<file path="config.mk">
export PLATFORM = sky130hd
export DESIGN_NAME = mem_arb_flat
export DESIGN_NICKNAME = d
export VERILOG_FILES = /design/src/rtl/proc_pkg.sv /design/src/rtl/mem_arb_if.sv /design/src/rtl/starve_cnt.sv /design/src/rtl/mem_arb.sv /design/src/flat_wrapper.sv
export SDC_FILE = /design/constraint.sdc
export NUM_CORES = 1
export LEC_CHECK = 0
export ABC_CLOCK_PERIOD_IN_PS = 4920
export CAP_MARGIN = 20
export CORE_AREA = 4 4 126 128
export DETAILED_ROUTE_END_ITERATION = 8
export DIE_AREA = 0 0 130 132
export GPL_TIMING_DRIVEN = 0
export PLACE_DENSITY_LB_ADDON = 0.15
export SYNTH_ARGS = -nofsm -noshare
export SYNTH_HDL_FRONTEND = slang
export SYNTH_SLANG_ARGS = --single-unit
</file>
<file path="constraint.sdc">
create_clock -name clk_i -period 4.92 [get_ports clk_i]
set_input_delay 0.738 -clock clk_i [delete_from_list [all_inputs] [get_ports clk_i]]
set_output_delay 0.738 -clock clk_i [all_outputs]
set_load 0.03 [all_outputs]
</file>
<file path="src/rtl/proc_pkg.sv">
// proc_pkg: shared types for the memory arbiter.
//   arb_owner_t : owner of the in-flight read response (none, fetch, data read).
package proc_pkg;

  typedef enum logic [1:0] {
    OwnNone = 2'd0,
    OwnIf   = 2'd1,
    OwnDrd  = 2'd2
  } arb_owner_t;

  // A data access with any write-mask bit set is a write.
  function automatic logic is_write(input logic [31:0] wen);
    return |wen;
  endfunction

endpackage

</file>
<file path="src/rtl/mem_arb_if.sv">
// mem_arb_if: bundles the fetch port, data port and shared memory port of mem_arb.
//   slave  : arbiter side (takes requests, drives grants/responses and memory controls).
//   master : requester/memory side (drives requests and memory read data).
interface mem_arb_if;

  // Fetch port
  logic        if_req_i;
  logic [31:0] if_addr_i;
  logic        if_gnt_o;
  logic        if_rvalid_o;
  logic [31:0] if_rdata_o;

  // Data port
  logic        d_req_i;
  logic [31:0] d_wen_i;
  logic [31:0] d_addr_i;
  logic [31:0] d_wdata_i;
  logic        d_gnt_o;
  logic        d_rvalid_o;
  logic [31:0] d_rdata_o;

  // Shared memory port
  logic [31:0] mem_addr_o;
  logic [31:0] mem_wen_o;
  logic [31:0] mem_din_o;
  logic [31:0] mem_dout_i;

  logic        stall_o;

  modport slave (
    input  if_req_i, if_addr_i,
    output if_gnt_o, if_rvalid_o, if_rdata_o,
    input  d_req_i, d_wen_i, d_addr_i, d_wdata_i,
    output d_gnt_o, d_rvalid_o, d_rdata_o,
    output mem_addr_o, mem_wen_o, mem_din_o,
    input  mem_dout_i,
    output stall_o
  );

  modport master (
    output if_req_i, if_addr_i,
    input  if_gnt_o, if_rvalid_o, if_rdata_o,
    output d_req_i, d_wen_i, d_addr_i, d_wdata_i,
    input  d_gnt_o, d_rvalid_o, d_rdata_o,
    input  mem_addr_o, mem_wen_o, mem_din_o,
    output mem_dout_i,
    input  stall_o
  );

endinterface

</file>
<file path="src/rtl/starve_cnt.sv">
// starve_cnt: counts consecutive cycles a fetch request is pending but not granted.
//   clk_i, rst_i : clock, asynchronous active-high reset
//   req_i        : fetch request pending
//   gnt_i        : fetch granted this cycle
//   hit_o        : counter has reached STARVE_MAX (fetch must win this cycle)
module starve_cnt #(
  parameter int unsigned STARVE_MAX = 4
) (
  input  logic clk_i,
  input  logic rst_i,
  input  logic req_i,
  input  logic gnt_i,
  output logic hit_o
);

  localparam int unsigned CntW = (STARVE_MAX < 1) ? 1 : $clog2(STARVE_MAX + 1);
  localparam logic [CntW-1:0] CntMax = CntW'(STARVE_MAX);

  logic [CntW-1:0] cnt_q, cnt_d;

  always_comb begin
    cnt_d = cnt_q;
    if (!req_i || gnt_i) begin
      cnt_d = '0;
    end else if (cnt_q != CntMax) begin
      cnt_d = cnt_q + CntW'(1);
    end
  end

  always_ff @(posedge clk_i or posedge rst_i) begin
    if (rst_i) begin
      cnt_q <= '0;
    end else begin
      cnt_q <= cnt_d;
    end
  end

  assign hit_o = (cnt_q == CntMax);

endmodule

</file>
<file path="src/rtl/mem_arb.sv">
// mem_arb: arbitrates a fetch port and a data port onto one single-cycle-latency memory.
//   clk_i, rst_i : clock, asynchronous active-high reset
//   bus          : mem_arb_if.slave (fetch/data request ports, shared memory port, stall_o)
// Data has priority. With MEM_ARB_STARVE_EN defined, a fetch denied STARVE_MAX cycles in a
// row wins the next conflict; without it data priority is strict and STARVE_MAX is unused.
module mem_arb
  import proc_pkg::*;
#(
  parameter int unsigned STARVE_MAX = 4
) (
  input  logic      clk_i,
  input  logic      rst_i,
  mem_arb_if.slave  bus
);

  logic        if_gnt, d_gnt, force_if;
  arb_owner_t  owner_q, owner_d;
  logic [31:0] mem_addr_q, mem_addr_d;
  logic [31:0] mem_din_q, mem_din_d;
  logic [31:0] mem_wen;
  logic [31:0] if_rdata_q, if_rdata_d;
  logic [31:0] d_rdata_q, d_rdata_d;

`ifdef MEM_ARB_STARVE_EN
  starve_cnt #(
    .STARVE_MAX (STARVE_MAX)
  ) u_starve_cnt (
    .clk_i (clk_i),
    .rst_i (rst_i),
    .req_i (bus.if_req_i),
    .gnt_i (if_gnt),
    .hit_o (force_if)
  );
`else
  assign force_if = 1'b0;
`endif

  // Grants are combinational; nothing is granted while reset is held.
  always_comb begin
    if_gnt = 1'b0;
    d_gnt  = 1'b0;
    if (!rst_i) begin
      if (bus.if_req_i && (!bus.d_req_i || force_if)) begin
        if_gnt = 1'b1;
      end else if (bus.d_req_i) begin
        d_gnt = 1'b1;
      end
    end
  end

  // Memory controls follow the grant; address and data hold when idle, write mask drops.
  always_comb begin
    mem_addr_d = mem_addr_q;
    mem_din_d  = mem_din_q;
    mem_wen    = '0;
    owner_d    = OwnNone;
    if (if_gnt) begin
      mem_addr_d = bus.if_addr_i;
      owner_d    = OwnIf;
    end else if (d_gnt) begin
      mem_addr_d = bus.d_addr_i;
      mem_din_d  = bus.d_wdata_i;
      mem_wen    = bus.d_wen_i;
      owner_d    = is_write(bus.d_wen_i) ? OwnNone : OwnDrd;
    end
  end

  // Read data is routed to the owner of last cycle's access; the other port holds.
  always_comb begin
    if_rdata_d = (owner_q == OwnIf)  ? bus.mem_dout_i : if_rdata_q;
    d_rdata_d  = (owner_q == OwnDrd) ? bus.mem_dout_i : d_rdata_q;
  end

  always_ff @(posedge clk_i or posedge rst_i) begin
    if (rst_i) begin
      owner_q    <= OwnNone;
      mem_addr_q <= '0;
      mem_din_q  <= '0;
      if_rdata_q <= '0;
      d_rdata_q  <= '0;
    end else begin
      owner_q    <= owner_d;
      mem_addr_q <= mem_addr_d;
      mem_din_q  <= mem_din_d;
      if_rdata_q <= if_rdata_d;
      d_rdata_q  <= d_rdata_d;
    end
  end

  assign bus.if_gnt_o    = if_gnt;
  assign bus.d_gnt_o     = d_gnt;
  assign bus.if_rvalid_o = (owner_q == OwnIf);
  assign bus.d_rvalid_o  = (owner_q == OwnDrd);
  assign bus.if_rdata_o  = if_rdata_d;
  assign bus.d_rdata_o   = d_rdata_d;
  assign bus.mem_addr_o  = mem_addr_d;
  assign bus.mem_din_o   = mem_din_d;
  assign bus.mem_wen_o   = mem_wen;
  assign bus.stall_o     = !rst_i && ((bus.if_req_i && !if_gnt) || (bus.d_req_i && !d_gnt));

endmodule

</file>
<file path="src/flat_wrapper.sv">
// flat-port wrapper written by rule: the top's interface ports become plain ports
module mem_arb_flat import proc_pkg::*;
#(
  parameter int unsigned STARVE_MAX = 4
)
  (clk_i, rst_i, bus_if_req_i, bus_if_addr_i, bus_if_gnt_o, bus_if_rvalid_o, bus_if_rdata_o, bus_d_req_i, bus_d_wen_i, bus_d_addr_i, bus_d_wdata_i, bus_d_gnt_o, bus_d_rvalid_o, bus_d_rdata_o, bus_mem_addr_o, bus_mem_wen_o, bus_mem_din_o, bus_mem_dout_i, bus_stall_o);
  mem_arb_if bus_i ();
  input  logic clk_i;
  input  logic rst_i;
  input wire logic [$bits(bus_i.if_req_i)-1:0] bus_if_req_i;
  input wire logic [$bits(bus_i.if_addr_i)-1:0] bus_if_addr_i;
  output wire logic [$bits(bus_i.if_gnt_o)-1:0] bus_if_gnt_o;
  output wire logic [$bits(bus_i.if_rvalid_o)-1:0] bus_if_rvalid_o;
  output wire logic [$bits(bus_i.if_rdata_o)-1:0] bus_if_rdata_o;
  input wire logic [$bits(bus_i.d_req_i)-1:0] bus_d_req_i;
  input wire logic [$bits(bus_i.d_wen_i)-1:0] bus_d_wen_i;
  input wire logic [$bits(bus_i.d_addr_i)-1:0] bus_d_addr_i;
  input wire logic [$bits(bus_i.d_wdata_i)-1:0] bus_d_wdata_i;
  output wire logic [$bits(bus_i.d_gnt_o)-1:0] bus_d_gnt_o;
  output wire logic [$bits(bus_i.d_rvalid_o)-1:0] bus_d_rvalid_o;
  output wire logic [$bits(bus_i.d_rdata_o)-1:0] bus_d_rdata_o;
  output wire logic [$bits(bus_i.mem_addr_o)-1:0] bus_mem_addr_o;
  output wire logic [$bits(bus_i.mem_wen_o)-1:0] bus_mem_wen_o;
  output wire logic [$bits(bus_i.mem_din_o)-1:0] bus_mem_din_o;
  input wire logic [$bits(bus_i.mem_dout_i)-1:0] bus_mem_dout_i;
  output wire logic [$bits(bus_i.stall_o)-1:0] bus_stall_o;
  assign bus_i.if_req_i = bus_if_req_i;
  assign bus_i.if_addr_i = bus_if_addr_i;
  assign bus_if_gnt_o = bus_i.if_gnt_o;
  assign bus_if_rvalid_o = bus_i.if_rvalid_o;
  assign bus_if_rdata_o = bus_i.if_rdata_o;
  assign bus_i.d_req_i = bus_d_req_i;
  assign bus_i.d_wen_i = bus_d_wen_i;
  assign bus_i.d_addr_i = bus_d_addr_i;
  assign bus_i.d_wdata_i = bus_d_wdata_i;
  assign bus_d_gnt_o = bus_i.d_gnt_o;
  assign bus_d_rvalid_o = bus_i.d_rvalid_o;
  assign bus_d_rdata_o = bus_i.d_rdata_o;
  assign bus_mem_addr_o = bus_i.mem_addr_o;
  assign bus_mem_wen_o = bus_i.mem_wen_o;
  assign bus_mem_din_o = bus_i.mem_din_o;
  assign bus_i.mem_dout_i = bus_mem_dout_i;
  assign bus_stall_o = bus_i.stall_o;
  mem_arb #(.STARVE_MAX(STARVE_MAX)) u_core (.clk_i(clk_i), .rst_i(rst_i), .bus(bus_i));
endmodule
</file>
### Yosys cells after proc, flatten, opt, wreduce, memory -nomap -nowiden

Cells that the tools add are included.

| storage, ports and cells | value |
|---|---|
| output and inout bits | 165 |
| register bits | 130 |
| input bits | 164 |

| operators by class | value |
|---|---|
| mux-type cells | 16 |
| eq/ne operators | 2 |
| reductions and logical operators | 10 |

Operators by type and width:

| operator | count |
|---|---|
| two-way mux 32 bit | 8 |
| OR reduction 32 bit | 1 |
| two-way mux 2 bit | 3 |
| two-way mux 1 bit | 5 |
| logical AND 1 bit | 4 |
| zero test 1 bit | 4 |
| equality test 2 x 1 -> 1 bit (second input constant) | 1 |
| equality test 2 bit (second input constant) | 1 |
| logical OR 1 bit | 1 |

### Depth between registers and ports, before layout

Gate-level depths: netlist of the first run.

| logic depth | value |
|---|---|
| depth in word-level cells | 8 |
| depth in mapped cells | 6 |

### Least setup slack after synthesis of the first run

Ideal clock, no wire load.

| path | value |
|---|---|
| path kind | input-to-output |
| start point | in bus_if_req_i |
| end point | out bus_mem_addr_o[14] |
| required time | 4.182 ns |
| data arrival time | 1.930 ns |
| stages on the path | 4 |
| slack | 2.252 ns |
| path through | nor3b_2 -> buf_2 -> buf_2 -> o21ai_0 |

| between the ends | value |
|---|---|
| word-level cells in the longest chain between the ends | 5 |
| elaborated cells between the ends (all ways) | 7 |

RTL lines:

| item | RTL line | RTL |
|---|---|---|
| from (decl) | flat_wrapper.sv:10 | `input wire logic [$bits(bus_i.if_req_i)-1:0] bus_if_req_i;` |
| logical AND 1 bit * | mem_arb.sv:43 | `if (bus.if_req_i && (!bus.d_req_i \|\| force_if)) begin` |
| two-way mux 1 bit | mem_arb.sv:43 |  |
| two-way mux 1 bit | mem_arb.sv:42 | `if (!rst_i) begin` |
| two-way mux 32 bit | mem_arb.sv:60 | `end else if (d_gnt) begin` |
| two-way mux 32 bit * | mem_arb.sv:57 | `if (if_gnt) begin` |
| to (decl) | flat_wrapper.sv:22 | `output wire logic [$bits(bus_i.mem_addr_o)-1:0] bus_mem_addr_o;` |

Mark *: on every way between the ends. The rest lies on a longest branch, timed or not.

### Worst setup path in the final report of the first run

| path | value |
|---|---|
| start point | in rst_i |
| end point | out bus_mem_addr_o[30] |

| between the ends | value |
|---|---|
| word-level cells in the longest chain between the ends | 3 |
| elaborated cells between the ends (all ways) | 4 |

RTL lines:

| item | RTL line | RTL |
|---|---|---|
| from (decl) | flat_wrapper.sv:9 | `input logic rst_i;` |
| two-way mux 1 bit | mem_arb.sv:42 |  |
| two-way mux 32 bit | mem_arb.sv:60 |  |
| two-way mux 32 bit * | mem_arb.sv:57 |  |

Marked as above.

==> reports/results.ini, run 1 <==
[placement]
gp_congestion=0.961
dpl-instance-area_mm2=0.00907
dp.cells=983
post-dp-hpwl_mm=14.6
portBuffers=328

[sta]
max_freq_mhz=270
fin_skew_ns=0.00985
slew_viol_final=0
maxSlewHeadroom_pct=58.2
tightest_slew_ns=0.627
rsz0062_at_grt=no
period_share_pct=75.3
whs_ns=0.471
setup_violations=0
min_period_ns=3.70
final_hold_viol_count=0

[worst_setup_path]
max_stage_delay_ns=0.73
reg2reg_to=u_core.if_rdata_q[13]$_DFF_PP0_
r2r-start=u_core.owner_q[1]$_DFF_PP0_
cp_data_arrival_time_ns=2.97
regToRegSetupSlack_ns=3.58
cp_cell_sequence=clkdlybuf4s50_1 > nor3b_2 > buf_2 > buf_2 > nand2_1 > o21ai_1 > clkdlybuf4s50_1
start_kind=input pin
critPathMaxFanout=11
crit_type=in2out
r2r.worst_path.cells=4
cpLargestDelayFamily=buffers and inverters
worstPathRequired_ns=4.18
cp_num_buf_inv=4
slowest_stage=clkdlybuf4s50_1
crit_path_end_kind=primary output

[clock_network]
cts_tree=done
cts_hold_buf=0
root_buffer=clkbuf_16
clk_pin_slew_ns=0.05
htreeDepth=4
clk_latency_ns=0.42
post_cts_resized=0
cts_setup_buffers=0
cts.sinks=130
clk_path_buf_depth=2
cts_buffers=17

[layout]
n_antenna_cell=0
area_delta_synth_final_pct=75.5
drive_above_1_share_pct=15.2
multi_input_area_mm2=0.00200
nNetsFinal=978
final-seq-area_mm2=0.00325
post-route-util_pct=65.1
fin_area_mm2=0.00968
fillers=1166
stdcell_count=1015

[detailed_routing]
routedWlPerCell_um=18.1
vias=4784
drt_iter0_markers=152
drt_pass1_iterations=4
drc=0
routed_wirelength_mm=18.4
viasPerCell=4.71
ant_nets=0

[yosys]
yosys_warnings=0
synth_area_per_cell_um2=11.8
synth_seq_area_share_pct=59.0
synth_top_cell_area_share_pct=59.0
synth_cell_type_count=21
synth_area_leaders=dfrtp_1 (59%), mux2_2 (13%), nand2_1 (8.7%)
synth_nets=630
syn_area_mm2=0.00552
synthCells=466
ys_ff_latch=130
yosys.area.top_type=dfrtp_1

[power]
powerDensity_mw_per_mm2=370
finalPower_mw=3.58
pwr-share-seq_pct=34.7
switching_share_pct=30.0
p_comb_share_pct=29.2
p_sw_mw=1.08
p_leak_nw=4.27
clkPwrFrac_pct=36.1
max-vdd-ir-drop_mv=0.236
p_int_mw=2.51

[floorplanning]
io_pins=329
die_x_um=130
coreArea_mm2=0.0149
fp.dieArea_mm2=0.0172
die_h_um=132
initial_utilization_pct=37.1
fp-row-count=45

[min_path]
whs_endpoint=u_core.mem_din_q[21]$_DFF_PP0_
min_path_type=reg2reg
min_from=u_core.mem_din_q[21]$_DFF_PP0_
hold_depth=2

[grt]
grt_start_max_net_pins=67
overflow=0
grtUsageTotal_pct=21.6
antenna_found_initial=0
grt_pass1_vias=5364
grt_pass1_wl_mm=28.4

[job]
drv_cap=0

[run_status]
status=complete, no violations

## flip-flops by register name (all words and copies together) (netlist names)
signal	cells
u_core.mem_addr_q	32
u_core.d_rdata_q	32
u_core.owner_q	2
u_core.mem_din_q	32
u_core.if_rdata_q	32
## power by group through the flow
stage | clock network [mW] | logic [mW] | registers [mW]
finish | 1.30 | 1.05 | 1.24
CTS | 1.32 | 1.06 | 1.24
floorplan | 0 | 0.550 | 1.25
detailed placement | 0 | 1.05 | 1.26
global route | 1.37 | 1.11 | 1.26
global placement | 0 | 1.04 | 1.26
## area by class of cell
| class | instances | share of cell area (%) |
|---|---|---|
| timing repair buffer | 329 | 34.2 |
| sequential | 130 | 33.6 |
| multi-input combinational | 304 | 20.7 |
| clock buffer | 20 | 4.72 |
| buffer | 29 | 2.57 |
| tap | 188 | 2.43 |
| clock inverter | 12 | 1.62 |
| inverter | 3 | 0.168 |
## worst register-to-register path, stage by stage (launching register included)
cell and delay [ns]:
dfrtp_1 0.37, nor2b_1 0.09, buf_2 0.21, buf_6 0.19
mux2_2 0.36
## placed cells by master (no fill, tap or decap), drive strengths merged
master | netlist | layout
clkdlybuf4s50 | 0 | 328
dfrtp | 130 | 130
nand2 | 128 | 128
mux2 | 64 | 64
and2 | 33 | 33
mux2i | 32 | 32
o21ai | 32 | 32
buf | 26 | 27
clkbuf | 3 | 23
nor4 | 8 | 8
clkinvlp | 0 | 4
inv | 3 | 4
clkinv | 0 | 4
bufinv | 0 | 3
nand2b | 2 | 2
nor2b | 1 | 1
nor3b | 1 | 1
nand4 | 1 | 1
or4 | 1 | 1
nand3 | 1 | 1
## synthesized netlist by cell type
cell type,count
inv_1,3
nand2_1,128
nor3b_2,1
mux2_2,64
buf_2,13
nand2b_4,1
and2_1,33
nor4_1,7
buf_12,3
nor4_2,1
or4_1,1
dfrtp_1,130
nand2b_1,1
buf_6,10
nor2b_1,1
o21ai_1,14
o21ai_0,18
clkbuf_1,3
nand3_1,1
nand4_1,1
mux2i_1,32
## logic make-up after synthesis
kind of cell	Yosys count	share of synthesized area (%)
AND/OR/NAND/NOR	176	14.5
buffers and inverters	32	4.72
AO/OA/AOI/OAI	32	2.90
flip-flops	130	59.0
multiplexers	96	18.9
## layer usage
metal | GRT usage, % | routed length, um | vias up
met5 | 0 | 0 | -
met4 | 9.01 | 455 | 0
met1 | 23.7 | 6910 | 2271
li1 | - | - | 2255
met2 | 37.4 | 9350 | 228
met3 | 7.70 | 1630 | 30
## metrics by stage
stage          TNS (ns)  setup WS [ns]
6_report              0           1.22
4_1_cts               0           1.19
5_1_grt               0           1.06
3_3_place_gp    -141.75          -1.10
2_1_floorplan         0          0.713
3_5_place_dp          0           1.19
## how the worst max path moves through the flow
| stage | startpoint | to | slack [ns] | cells after the start |
|---|---|---|---|---|
| detailed placement | rst_i | bus_mem_addr_o[27] | 1.19 | 7 |
| finish | rst_i | bus_mem_addr_o[30] | 1.22 | 7 |
| global placement | rst_i | u_core.if_rdata_q[18]$_DFF_PP0_ | -1.10 | 2 |
| CTS | rst_i | bus_mem_addr_o[27] | 1.19 | 7 |
| global route | rst_i | bus_mem_addr_o[30] | 1.06 | 7 |
| floorplan | rst_i | u_core.d_rdata_q[0]$_DFF_PP0_ | 0.71 | 1 |
Power figures use the tool's default switching activity.
==> inputs of run 2 (changes only) <==
- ABC_CLOCK_PERIOD_IN_PS: 4920 -> 3300
- CORE_AREA: 4 4 126 128 -> 4 4 133 135
- DIE_AREA: 0 0 130 132 -> 0 0 137 139
- clock period: 4.92 -> 3.3 ns (I/O delays scaled with it)
==> reports/results.ini, run 2 (same netlist as run 1, synthesis figures left out) <==
[detailed_routing]
ant_nets=0  ; unchanged
routed_wirelength_mm=19.2  ; +4.8%
drt_pass1_iterations=4  ; unchanged
vias=4763  ; -0.44%
routedWlPerCell_um=18.3  ; +1.4%
drc=0  ; unchanged
drt_iter0_markers=121  ; -20%
viasPerCell=4.54  ; -3.7%

[sta]
tightest_slew_ns=0.793  ; +0.166 ns
whs_ns=0.475  ; +0.00400 ns
min_period_ns=3.15
setup_violations=0  ; unchanged
final_hold_viol_count=0  ; unchanged
slew_viol_final=0  ; unchanged
maxSlewHeadroom_pct=47.0  ; -11 points
max_freq_mhz=318
fin_skew_ns=0.00531  ; -0.00455 ns
period_share_pct=95.4
rsz0062_at_grt=no

[power]
p_int_mw=3.67  ; +46%
finalPower_mw=5.28  ; +47%
p_comb_share_pct=29.6  ; +0.4 points
powerDensity_mw_per_mm2=541  ; +46%
clkPwrFrac_pct=35.3  ; -0.8 points
pwr-share-seq_pct=35.1  ; +0.4 points
switching_share_pct=30.5  ; +0.47 points
max-vdd-ir-drop_mv=0.514  ; +120%
p_leak_nw=4.41  ; +3.1%
p_sw_mw=1.61  ; +50%

[clock_network]
cts_hold_buf=0  ; unchanged
cts_buffers=17  ; unchanged
post_cts_resized=0  ; unchanged
cts_setup_buffers=0  ; unchanged
cts_tree=done
clk_pin_slew_ns=0.06  ; about the same
htreeDepth=4  ; unchanged
root_buffer=clkbuf_16
clk_latency_ns=0.41  ; about the same
cts.sinks=130  ; unchanged
clk_path_buf_depth=2  ; unchanged

[layout]
multi_input_area_mm2=0.00200  ; unchanged
drive_above_1_share_pct=15.2  ; -0.037 points
final_cell_mix=clkdlybuf4s50_1 (316), dfrtp_1 (130), nand2_1 (128)
fillers=1339  ; +15%
nNetsFinal=980  ; +0.20%
n_antenna_cell=0  ; unchanged
area_delta_synth_final_pct=76.9
final-seq-area_mm2=0.00325  ; unchanged
layout_commonest_cell=clkdlybuf4s50_1

[job]
drv_cap=0  ; unchanged

[grt]
grtUsageTotal_pct=20.4  ; -1.1 points
antenna_found_initial=0  ; unchanged
overflow=0  ; unchanged
grt_pass1_wl_mm=29.5  ; +4.0%
grt_pass1_vias=5387  ; +0.43%
grt_start_max_net_pins=40  ; -40%

[floorplanning]
coreArea_mm2=0.0165  ; +11%
die_h_um=139  ; +5.3%
initial_utilization_pct=33.5  ; -3.6 points
die_x_um=137  ; +5.4%
io_pins=329  ; unchanged
fp-row-count=47  ; +4.4%
fp.dieArea_mm2=0.0190  ; +11%

[placement]
gp_congestion=0.901  ; -6.2%
post-dp-hpwl_mm=15.5  ; +6.3%
portBuffers=328  ; unchanged

[worst_setup_path]
crit_type=in2out
start_kind=input pin
worstPathRequired_ns=2.80  ; -1.38 ns
crit_path_end_kind=primary output
critPathMaxFanout=10  ; -1
cp_data_arrival_time_ns=2.65  ; -0.32 ns

[run_status]
status=complete, no violations

[min_path]
min_path_type=reg2reg

==> run 2: changes by cell type in the layout (fill, tap and decap cells not counted) <==
| cell | change |
|---|---|
| clkinvlp_4 | -1 |
| bufinv_16 | -1 |
| clkinv_4 | +1 |
| clkbuf_1 | +2 |
| clkdlybuf4s50_1 | -12 |
| buf_12 | +3 |
| dlymetal6s2s_1 | +12 |
| clkinv_2 | -1 |
| buf_16 | -1 |
==> run 2: area by class of cell <==
type | instances | share of cell area [%]
Sequential cell | 130 | 33.3
Inverter | 3 | 0.154
Timing Repair Buffer | 331 | 34.6
Clock inverter | 10 | 1.27
Multi-Input combinational cell | 304 | 20.5
Clock buffer | 22 | 4.76
Tap cell | 220 | 2.82
Buffer | 29 | 2.55
==> run 2: path summary, 6_finish.rpt <==
path / slack, ns / endpoint / start / cells after the start
setup / recovery: 0.15 / bus_mem_din_o[5] / rst_i / 8
hold / removal: 0.47 / u_core.mem_din_q[4]$_DFF_PP0_ / u_core.mem_din_q[4]$_DFF_PP0_ / 2
setup reg to reg: 1.96 / u_core.if_rdata_q[23]$_DFF_PP0_ / u_core.owner_q[1]$_DFF_PP0_ / 4
hold reg to reg: 0.47 / u_core.mem_din_q[4]$_DFF_PP0_ / u_core.mem_din_q[4]$_DFF_PP0_ / 2
max in group asynchronous: 1.80 / u_core.if_rdata_q[30]$_DFF_PP0_ / rst_i / 4
min in group asynchronous: 0.66 / u_core.mem_addr_q[6]$_DFF_PP0_ / rst_i / 2
==> run 2: critical path: stages <==
cell and delay, ns:
clkdlybuf4s50_1 0.49, nand2b_4 0.20, inv_1 0.08, buf_2 0.21
buf_2 0.26, nand2_1 0.08, nand2_1 0.07, clkdlybuf4s50_1 0.75
==> run 2: metrics by stage <==
stage                     util, %  cell area (um2)  setup WS (ns)  std cells  TNS [ns]
after floorplan                 -             5520           1.12        466         0
after global placement       55.1             9080        -0.0596       1014     -6.55
after detailed placement     55.5             9140         0.0750       1017         0
after CTS                    59.1             9730         0.0685       1049         0
after global routing         59.2             9760        0.00603       1049         0
final                        59.2             9760          0.153       1049         0
==> run 2: power groups by stage <==
| stage | registers (mW) | logic (mW) | clock network (mW) |
|---|---|---|---|
| 4_1_cts | 1.85 | 1.59 | 1.92 |
| 5_1_grt | 1.87 | 1.66 | 1.98 |
| 3_5_place_dp | 1.88 | 1.58 | 0 |
| 3_3_place_gp | 1.87 | 1.56 | 0 |
| 2_1_floorplan | 1.86 | 0.821 | 0 |
| 6_report | 1.85 | 1.56 | 1.87 |
==> run 2: metal layers <==
| metal | up-vias | routed length (um) | GRT usage [%] |
|---|---|---|---|
| met2 | 212 | 9800 | 34.8 |
| met3 | 35 | 1880 | 8.67 |
| met4 | 0 | 590 | 8.82 |
| met1 | 2269 | 6950 | 22.0 |
| met5 | - | 0 | 0 |
| li1 | 2247 | - | - |
